===== src/rtl/sram_pkg.sv =====
`default_nettype none
// ============================================================================
//  Module      : sram_pkg
//  Description : Shared constants and FSM state type for the sram_sequencer,
//                the staticram array and the CPU load/store port.
//                No ports (package).
//  Revision    : 1.0 - initial release
// ============================================================================
package sram_pkg;

    // Default widths shared by the CPU port, the sequencer and the array
    localparam int c_WORD_SIZE  = 16;
    localparam int c_ADDR_WIDTH = 16;

    // One-hot state codes
    localparam logic [4:0] c_ST_IDLE  = 5'b00001;
    localparam logic [4:0] c_ST_SETUP = 5'b00010;
    localparam logic [4:0] c_ST_LATCH = 5'b00100;
    localparam logic [4:0] c_ST_EXEC  = 5'b01000;
    localparam logic [4:0] c_ST_DONE  = 5'b10000;

    typedef enum logic [4:0] {
        ST_IDLE  = c_ST_IDLE,
        ST_SETUP = c_ST_SETUP,
        ST_LATCH = c_ST_LATCH,
        ST_EXEC  = c_ST_EXEC,
        ST_DONE  = c_ST_DONE
    } sram_state_t;

endpackage
`default_nettype wire


===== src/rtl/sram_sequencer_if.sv =====
`default_nettype none
// ============================================================================
//  Module      : sram_sequencer_if
//  Description : CPU request/response handshake plus staticram array bus.
//                master : CPU + array side (drives requests and mem_dout)
//                slave  : sequencer side (drives ready/response and the
//                         array address, data, RD/WR and clk1/clk2 strobes)
//  Revision    : 1.0 - initial release
// ============================================================================
interface sram_sequencer_if
    import sram_pkg::*;
#(
    parameter int WordSize  = c_WORD_SIZE,
    parameter int AddrWidth = c_ADDR_WIDTH
);
    logic                 req_valid;
    logic                 req_ready;
    logic                 req_we;
    logic [AddrWidth-1:0] req_addr;
    logic [WordSize-1:0]  req_wdata;
    logic                 resp_valid;
    logic [WordSize-1:0]  resp_rdata;
    logic [AddrWidth-1:0] mem_addr;
    logic [WordSize-1:0]  mem_din;
    logic [WordSize-1:0]  mem_dout;
    logic                 mem_rd;
    logic                 mem_wr;
    logic                 mem_clk1;
    logic                 mem_clk2;

    modport slave (
        input  req_valid, req_we, req_addr, req_wdata, mem_dout,
        output req_ready, resp_valid, resp_rdata,
               mem_addr, mem_din, mem_rd, mem_wr, mem_clk1, mem_clk2
    );

    modport master (
        output req_valid, req_we, req_addr, req_wdata, mem_dout,
        input  req_ready, resp_valid, resp_rdata,
               mem_addr, mem_din, mem_rd, mem_wr, mem_clk1, mem_clk2
    );
endinterface
`default_nettype wire


===== src/rtl/sram_sequencer.sv =====
`default_nettype none
// ============================================================================
//  Module      : sram_sequencer
//  Description : Sequences one CPU word access at a time onto the two-phase
//                staticram array: SETUP -> LATCH (clk2) -> EXEC (clk1) ->
//                DONE (response). Every output is a flop decoded from the
//                next state, so the array sees glitch-free strobes.
//  Ports       : clk  - system clock
//                rst  - asynchronous active-high reset
//                bus  - sram_sequencer_if.slave (CPU handshake + array bus)
//  Revision    : 1.0 - initial release
// ============================================================================
module sram_sequencer
    import sram_pkg::*;
#(
    parameter int WordSize  = c_WORD_SIZE,
    parameter int AddrWidth = c_ADDR_WIDTH
) (
    input  wire logic         clk,
    input  wire logic         rst,
    sram_sequencer_if.slave   bus
);

    sram_state_t          state_q, state_d;
    logic                 ready_q;
    logic                 resp_valid_q;
    logic [WordSize-1:0]  rdata_q;
    logic [AddrWidth-1:0] addr_q;
    logic [WordSize-1:0]  din_q;
    logic                 we_q;
    logic                 rd_q, wr_q;
    logic                 clk1_q, clk2_q;

    logic                 w_accept;
    logic                 w_we_next;
    logic                 w_busy_next;

    // ready_q is only ever set while the FSM sits in IDLE
    assign w_accept    = ready_q & bus.req_valid;
    // RD/WR for SETUP must be decided on the accepting edge itself
    assign w_we_next   = w_accept ? bus.req_we : we_q;
    assign w_busy_next = (state_d != ST_IDLE);

    always_comb begin
        state_d = state_q;
        case (state_q)
            ST_IDLE:  if (w_accept) state_d = ST_SETUP;
            ST_SETUP: state_d = ST_LATCH;
            ST_LATCH: state_d = ST_EXEC;
            ST_EXEC:  state_d = ST_DONE;
            ST_DONE:  state_d = ST_IDLE;
            default:  state_d = ST_IDLE;
        endcase
    end

    always_ff @(posedge clk or posedge rst) begin
        if (rst) begin
            state_q      <= ST_IDLE;
            ready_q      <= 1'b0;
            resp_valid_q <= 1'b0;
            rdata_q      <= '0;
            addr_q       <= '0;
            din_q        <= '0;
            we_q         <= 1'b0;
            rd_q         <= 1'b0;
            wr_q         <= 1'b0;
            clk1_q       <= 1'b0;
            clk2_q       <= 1'b0;
        end else begin
            state_q      <= state_d;
            ready_q      <= (state_d == ST_IDLE);
            clk2_q       <= (state_d == ST_LATCH);
            clk1_q       <= (state_d == ST_EXEC);
            resp_valid_q <= (state_d == ST_DONE);
            // RD/WR cover SETUP..DONE so they bracket both strobes
            rd_q         <= w_busy_next & ~w_we_next;
            wr_q         <= w_busy_next &  w_we_next;
            if (w_accept) begin
                addr_q <= bus.req_addr;
                din_q  <= bus.req_wdata;
                we_q   <= bus.req_we;
            end
            // DataOut is valid while clk1 is high; capture as EXEC ends
            if ((state_q == ST_EXEC) && !we_q) begin
                rdata_q <= bus.mem_dout;
            end
        end
    end

    assign bus.req_ready  = ready_q;
    assign bus.resp_valid = resp_valid_q;
    assign bus.resp_rdata = rdata_q;
    assign bus.mem_addr   = addr_q;
    assign bus.mem_din    = din_q;
    assign bus.mem_rd     = rd_q;
    assign bus.mem_wr     = wr_q;
    assign bus.mem_clk1   = clk1_q;
    assign bus.mem_clk2   = clk2_q;

endmodule
`default_nettype wire


===== src/flat_wrapper.sv =====
// flat-port wrapper written by rule: the top's interface ports become plain ports
module sram_sequencer_flat import sram_pkg::*;
#(
    parameter int WordSize  = c_WORD_SIZE,
    parameter int AddrWidth = c_ADDR_WIDTH
)
  (clk, rst, bus_req_valid, bus_req_we, bus_req_addr, bus_req_wdata, bus_mem_dout, bus_req_ready, bus_resp_valid, bus_resp_rdata, bus_mem_addr, bus_mem_din, bus_mem_rd, bus_mem_wr, bus_mem_clk1, bus_mem_clk2);
  sram_sequencer_if #(.WordSize(WordSize), .AddrWidth(AddrWidth)) bus_i ();
  input  wire logic clk;
  input  wire logic rst;
  input wire logic [$bits(bus_i.req_valid)-1:0] bus_req_valid;
  input wire logic [$bits(bus_i.req_we)-1:0] bus_req_we;
  input wire logic [$bits(bus_i.req_addr)-1:0] bus_req_addr;
  input wire logic [$bits(bus_i.req_wdata)-1:0] bus_req_wdata;
  input wire logic [$bits(bus_i.mem_dout)-1:0] bus_mem_dout;
  output wire logic [$bits(bus_i.req_ready)-1:0] bus_req_ready;
  output wire logic [$bits(bus_i.resp_valid)-1:0] bus_resp_valid;
  output wire logic [$bits(bus_i.resp_rdata)-1:0] bus_resp_rdata;
  output wire logic [$bits(bus_i.mem_addr)-1:0] bus_mem_addr;
  output wire logic [$bits(bus_i.mem_din)-1:0] bus_mem_din;
  output wire logic [$bits(bus_i.mem_rd)-1:0] bus_mem_rd;
  output wire logic [$bits(bus_i.mem_wr)-1:0] bus_mem_wr;
  output wire logic [$bits(bus_i.mem_clk1)-1:0] bus_mem_clk1;
  output wire logic [$bits(bus_i.mem_clk2)-1:0] bus_mem_clk2;
  assign bus_i.req_valid = bus_req_valid;
  assign bus_i.req_we = bus_req_we;
  assign bus_i.req_addr = bus_req_addr;
  assign bus_i.req_wdata = bus_req_wdata;
  assign bus_i.mem_dout = bus_mem_dout;
  assign bus_req_ready = bus_i.req_ready;
  assign bus_resp_valid = bus_i.resp_valid;
  assign bus_resp_rdata = bus_i.resp_rdata;
  assign bus_mem_addr = bus_i.mem_addr;
  assign bus_mem_din = bus_i.mem_din;
  assign bus_mem_rd = bus_i.mem_rd;
  assign bus_mem_wr = bus_i.mem_wr;
  assign bus_mem_clk1 = bus_i.mem_clk1;
  assign bus_mem_clk2 = bus_i.mem_clk2;
  sram_sequencer #(.WordSize(WordSize), .AddrWidth(AddrWidth)) u_core (.clk(clk), .rst(rst), .bus(bus_i));
endmodule

===== config.mk =====
export PLATFORM = sky130hd
export DESIGN_NAME = sram_sequencer_flat
export DESIGN_NICKNAME = d
export VERILOG_FILES = /design/src/rtl/sram_pkg.sv /design/src/rtl/sram_sequencer_if.sv /design/src/rtl/sram_sequencer.sv /design/src/flat_wrapper.sv
export SDC_FILE = /design/constraint.sdc
export NUM_CORES = 1
export LEC_CHECK = 0
export CAP_MARGIN = 0
export CORE_MARGIN = 5
export CORE_UTILIZATION = 28
export CTS_CLUSTER_SIZE = 25
export DETAILED_ROUTE_END_ITERATION = 6
export PLACE_DENSITY = 0.54
export SLEW_MARGIN = 40
export SYNTH_ARGS = -nofsm -noshare
export SYNTH_HDL_FRONTEND = slang
export SYNTH_SLANG_ARGS = --single-unit

===== constraint.sdc =====
create_clock -name clk -period 5.1 [get_ports clk]
set_input_delay 1.275 -clock clk [delete_from_list [all_inputs] [get_ports clk]]
set_output_delay 1.275 -clock clk [all_outputs]
set_load 0.02 [all_outputs]

Yosys cells after proc, flatten, opt, wreduce, memory -nomap -nowiden:

Index checks and enable logic that the tools add are counted.

* equality and inequality tests: 9
* mux-type cells: 3
* bitwise logic cells: 4
* reductions and logical operators: 2

Operator list (number)
* one-hot mux 5 bit (4 select lines): 1
* == test 5 x 1 -> 1 bit (second input constant): 2
* == test 5 x 3 -> 1 bit (second input constant): 2
* == test 5 x 4 -> 1 bit (second input constant): 2
* == test 5 x 2 -> 1 bit (second input constant): 1
* == test 5 bit (second input constant): 1
* 2-to-1 mux 5 bit: 1
* inequality test 5 x 1 -> 1 bit (second input constant): 1
* bitwise AND 1 bit: 3
* logical AND 1 bit: 1
* logical NOT 1 bit: 1
* 2-to-1 mux 1 bit: 1
* NOT 1 bit: 1

* register bits: 60
* input port bits: 52
* output and inout bits: 54

Depth between registers and ports, before layout:

Gate-level depths: netlist of the first run.

* depth in word-level cells: 5
* gate-level depth with buffers: 6

Worst setup path after synthesis of the first run:

No wires, ideal clock.

* path kind: input to register
* from: in bus_req_valid
* to: reg u_core.addr_q[10] (netlist: u_core.bus.mem_addr[10])
* setup time: 0.125 ns
* arrival: 2.234 ns
* required time: 4.975 ns
* slack: 2.741 ns
* cell stages on the path: 4
* buffers on the path: 2
* cells stage by stage: nand2_1 > buf_2 > buf_1 > mux2_2

* longest elaborated chain between the ends: 1

RTL lines
* start, declared: RTL line flat_wrapper.sv:11 `input wire logic [$bits(bus_i.req_valid)-1:0] bus_req_valid;`
* bitwise AND 1 bit: RTL line sram_sequencer.sv:39 `assign w_accept = ready_q & bus.req_valid;`
* end signal, assigned: RTL line sram_sequencer.sv:79 `addr_q <= bus.req_addr;`
* end, declared: RTL line sram_sequencer.sv:28 `logic [AddrWidth-1:0] addr_q;`

No other way between the ends.
A chain may end at the register's enable or synchronous reset.

Worst setup path in the final report of the first run:

* from: in bus_req_valid
* to: reg u_core.addr_q[12] (netlist: u_core.bus.mem_addr[12])

The elaborated chain is that of the path after synthesis.

==> reports/metrics.cfg, run 1 <==
[synthesis]
syn_nets=199
synth_cell_types=27
ys_ff_latch=60
synth_seq_area_share_pct=65.2
yosys.area_share.simple_pct=5.59
yosysTopAreaCellShare_pct=64.0
synth_top_area_cell=dfrtp_1
synth_mux_area_share_pct=23.4
synth_xor_area_share_pct=0.380
async_flop_share_pct=100
synth_fa_ha_area_share_pct=0
syn-mean-instance-area_sq_um=15.7
syn_area_sq_um=2310
synth-edff-count=0
synth_top_family_by_area=multiplexers
synth-compound-area-share_pct=2.60
synthCells=147
yosys_warnings=0
yosys-top-cells-area=dfrtp_1, mux2_2, dfstp_2
synth_ff_type=dfrtp_1

[detailed_routing]
drt_iter0_markers=41
met1_length_um=2320
met3_length_um=611
drt_wl_total_um=5260
vias=1565
via_per_inst=4.30
post_drt_wl_per_cell_um=14.4
ant_nets=0
drc_errors=0
drt-pass1-iter-count=4
wl_met2_um=2210
highest_layer=met4

[clock_network]
clkSinkCount=60
cts_htree_levels=3
cts_setup_buffers=0
cts_buffer_depth=2
cts_made_buffers=9
clk_pin_slew_ps=60
hold_buffers=0
tritoncts=built
worstSkewPairLatency_ps=330
cts_resized=0
cts-root-buf=clkbuf_8

[die]
core_region_area_sq_um=8130
placementRows=33
die_y_um=101
start_util_pct=28.3
ios=106
fp.dieW_um=101
die_area_sq_um=10200

[sta]
fin_setup_tns_ps=0
fin_crit_ps=2800
post-route-period-util_pct=55.0
finClkSkew_ps=7.95
fmax_ghz=0.357
grt_setup_unrepaired=no
finalSetupViolCount=0
relSlewSlack_pct=49.6
maxSlewViolCount=0
worst_pin_slew_ps=754
finalWorstSetupSlack_ps=2300
hold_viol=0

[critical_path]
crit_type=in -> reg
cp-end-kind=flop
required_ps=5310
worstPathArrival_ps=3020
startpoint=bus_req_valid
r2r-start=u_core.state_q[4]
rr_endpoint=u_core.bus.resp_rdata[11]
critPathCapture=u_core.bus.mem_addr[12]
reg2reg_depth=3
cp_max_fo=21
r2r_slack_ps=2950
critPathLaunchType=input port

[layout]
filler_cell_count=764
area_growth_pct=56.9
final_util_pct=44.5
fin_area_sq_um=3620
finish.net_count=308
antenna_cells=0
layout_commonest_cell=clkdlybuf4s50_1
layout-drive-gt1-share_pct=27.4
layout_common_cells=clkdlybuf4s50_1, dfrtp_1, mux2_2, clkbuf_8

[run]
drv_cap=0

[placed_design]
dpl_worst_slack_ps=1910
place_area_sq_um=3440
place.gp.congestion=0.669
io_buffers=105
hpwl_um=3740

[power_and_ir_drop]
p_per_area_nw_per_um2=595
ir_worst_vdd_uv=238
leakagePower_nw=1.54

[run_status]
status=completed

[global_route]
grt_overflow_total=0
grt_pass1_vias=1683
antenna_found_initial=0
grt_max_degree=34
grt_usage_pct=10.5
grt_pass1_wl_um=8150

[min_path]
hold_class=reg -> reg

worst min path at each step:
stage	from	endpoint	slack (ps)	depth (start not counted)
after floorplan	u_core.state_q[4]	u_core.bus.mem_clk2	520	2
after global placement	u_core.bus.mem_din[15]	u_core.bus.mem_din[15]	490	1
after detailed placement	u_core.bus.mem_din[12]	u_core.bus.mem_din[12]	490	1
after CTS	u_core.bus.mem_din[12]	u_core.bus.mem_din[12]	510	1
after global routing	u_core.bus.mem_addr[14]	u_core.bus.mem_addr[14]	520	1
final	u_core.bus.mem_din[12]	u_core.bus.mem_din[12]	500	1
power breakdown:
part	switching (mW)	total, mW	internal (mW)
Sequential	0.113	0.793	0.680
Clock	0.173	0.382	0.209
Combinational	0.445	0.979	0.535
Total	0.730	2.15	1.42
through the flow:
stage                     hold slack [ps]  cells  power (mW)
final                                 504    364        2.15
after global routing                  516    364        2.28
after CTS                             508    364        2.19
after detailed placement              493    350        1.80
after global placement                489    350        1.79
after floorplan                       524    147        1.31
registers in the layout (all words and copies together), names as in the netlist:
name	flops
u_core.bus.mem_addr	16
u_core.bus.mem_clk1	1
u_core.bus.mem_clk2	1
u_core.bus.mem_din	16
u_core.bus.mem_rd	1
u_core.bus.mem_wr	1
u_core.bus.req_ready	1
u_core.bus.resp_rdata	16
u_core.bus.resp_valid	1
u_core.state_q	5
u_core.we_q	1
logic make-up after synthesis:
| kind of cell | Yosys count |
|---|---|
| AOI/OAI and AO/OA | 8 |
| xor gates and xnor gates | 1 |
| buffers and inverters | 10 |
| DFF | 60 |
| muxes | 48 |
| and+or+nand+nor | 20 |
area by class of cell:
type | count | area, sq um | share of cell area (%)
Timing Repair Buffer | 107 | 1070 | 29.5
Clock inverter | 2 | 10.0 | 0.277
Tap cell | 105 | 131 | 3.63
Clock buffer | 12 | 165 | 4.57
Sequential cell | 60 | 1500 | 41.5
Inverter | 1 | 3.75 | 0.104
Multi-Input combinational cell | 77 | 738 | 20.4
routing by layer:
layer	vias up	track usage, %
met1	744	13.3
li1	734	-
met3	11	4.84
met4	0	5.91
met5	-	0
met2	76	14.8
cell usage after synthesis (2+ instances only):
library cell,number
a211o_2,2
nor3b_1,2
nand2b_1,2
nor2_1,3
clkbuf_1,3
nand2_1,3
buf_6,2
mux2_2,48
buf_1,2
dfrtp_1,59
nor4_1,2
a211oi_1,3
nor4b_1,2
worst max-delay path, stage by stage:
cell	delay, ps
clkdlybuf4s50_1	440
nand2_1	520
buf_4	400
mux2_2	380
Note: power is estimated with default switching activity, not from simulation.
==> inputs of run 2 (changes only) <==
==> constraint.sdc (replaced) <==
create_clock -name clk -period 2.8 [get_ports clk]
set_input_delay 0.7 -clock clk [delete_from_list [all_inputs] [get_ports clk]]
set_output_delay 0.7 -clock clk [all_outputs]
set_load 0.02 [all_outputs]
==> run 2 against run 1 <==
Clock skew fell by 3.0 ps. Largest power group unchanged. Die area is the same. Critical path depth decreased by 3. Largest cell class unchanged.
==> reports/metrics.cfg, run 2 (synthesis gave the netlist of run 1 again) <==
[run_status]
status=completed

[sta]
fin_setup_tns_ps=0
fin_crit_ps=2040
finalSetupViolCount=0
finalWorstSetupSlack_ps=762
worst_pin_slew_ps=591
maxSlewViolCount=0
grt_setup_unrepaired=no
hold_viol=0
relSlewSlack_pct=60.5
hold_slack_ps=503
finClkSkew_ps=4.94
post-route-period-util_pct=72.8
fmax_ghz=0.491

[clock_network]
cts_made_buffers=9
clkSinkCount=60
cts_htree_levels=3
hold_buffers=0
cts_setup_buffers=0
clk_pin_slew_ps=70
worstSkewPairLatency_ps=320
tritoncts=built
cts_resized=0
cts-root-buf=clkbuf_8
cts_buffer_depth=2

[detailed_routing]
vias=1604
via_per_inst=4.36
drt_wl_total_um=5250
drc_errors=0
post_drt_wl_per_cell_um=14.3
drt-pass1-iter-count=4
drt_iter0_markers=57
ant_nets=0

[critical_path]
path_buf_inv=1
crit_family=buffers and inverters
worstPathArrival_ps=1340
cp_max_fo=4
required_ps=2100
reg2reg_depth=4
crit_type=reg -> out
worst-path-stages=1
cpPeakStageDelay_ps=620
crit_slowest_cell=clkdlybuf4s50_1
crit_chain=clkdlybuf4s50_1
critPathLaunchType=flop
cp-end-kind=output port

[global_route]
grt_max_degree=36
grt_pass1_vias=1699
grt_overflow_total=0
antenna_found_initial=0
grt_pass1_wl_um=8450
grt_usage_pct=10.9

[die]
core_region_area_sq_um=8130
die_y_um=101
die_area_sq_um=10200
placementRows=33
ios=106
fp.dieW_um=101
start_util_pct=28.3

[power_and_ir_drop]
leakagePower_nw=1.57
p_per_area_nw_per_um2=1110
power_mw=4.08
ir_worst_vdd_uv=460

[placed_design]
place_area_sq_um=3470
place.gp.congestion=0.712
hpwl_um=3790
dpl_worst_slack_ps=700
io_buffers=105

[layout]
fin_area_sq_um=3690
layout_common_cells=clkdlybuf4s50_1, dfrtp_1, mux2_2, clkbuf_8
antenna_cells=0
area_growth_pct=59.9
layout_commonest_cell=clkdlybuf4s50_1
layout-drive-gt1-share_pct=27.8
finish.net_count=310

[min_path]
hold_class=reg -> reg
whs_path_depth=1

[run]
drv_cap=0

-- run 2: worst paths after layout --
check                                       endpoint                    from  slack [ps]
min in group asynchronous  u_core.bus.resp_rdata[10]                     rst         770
max in group asynchronous     u_core.bus.mem_addr[7]                     rst        1430
setup reg to reg            u_core.bus.resp_rdata[6]       u_core.state_q[4]         940
hold / removal                u_core.bus.mem_addr[2]  u_core.bus.mem_addr[2]         500
setup / recovery                       bus_req_ready    u_core.bus.req_ready         760
hold reg to reg               u_core.bus.mem_addr[2]  u_core.bus.mem_addr[2]         500
-- run 2: per-layer routing --
| layer | GRT usage (%) | vias up | part of all wire [%] |
|---|---|---|---|
| li1 | - | 740 | - |
| met4 | 3.73 | 0 | 0.34 |
| met5 | 0 | - | 0 |
| met2 | 15.6 | 75 | 46 |
| met1 | 13.8 | 785 | 43 |
| met3 | 6.23 | 4 | 11 |
-- run 2: report_power, final --
part	leakage, nW	total, mW	internal [mW]	switching (mW)
combinational	0.709	1.80	0.981	0.816
sequential	0.750	1.43	1.24	0.194
clock	0.107	0.847	0.525	0.323
total	1.57	4.08	2.74	1.33
-- run 2: stage by stage --
stage	instances	util [%]
after floorplan	147	-
after global placement	352	42.7
after detailed placement	352	42.7
after CTS	368	45.3
after global routing	368	45.3
final	368	45.3
-- run 2: cell type report --
cell class	instances	area, sq um
clock inverters	4	72.6
fillers	759	4450
inverters	1	3.75
multi-input cells	77	738
well taps	105	131
clock buffers	12	145
repair buffers	109	1090
flip-flops and latches	60	1500
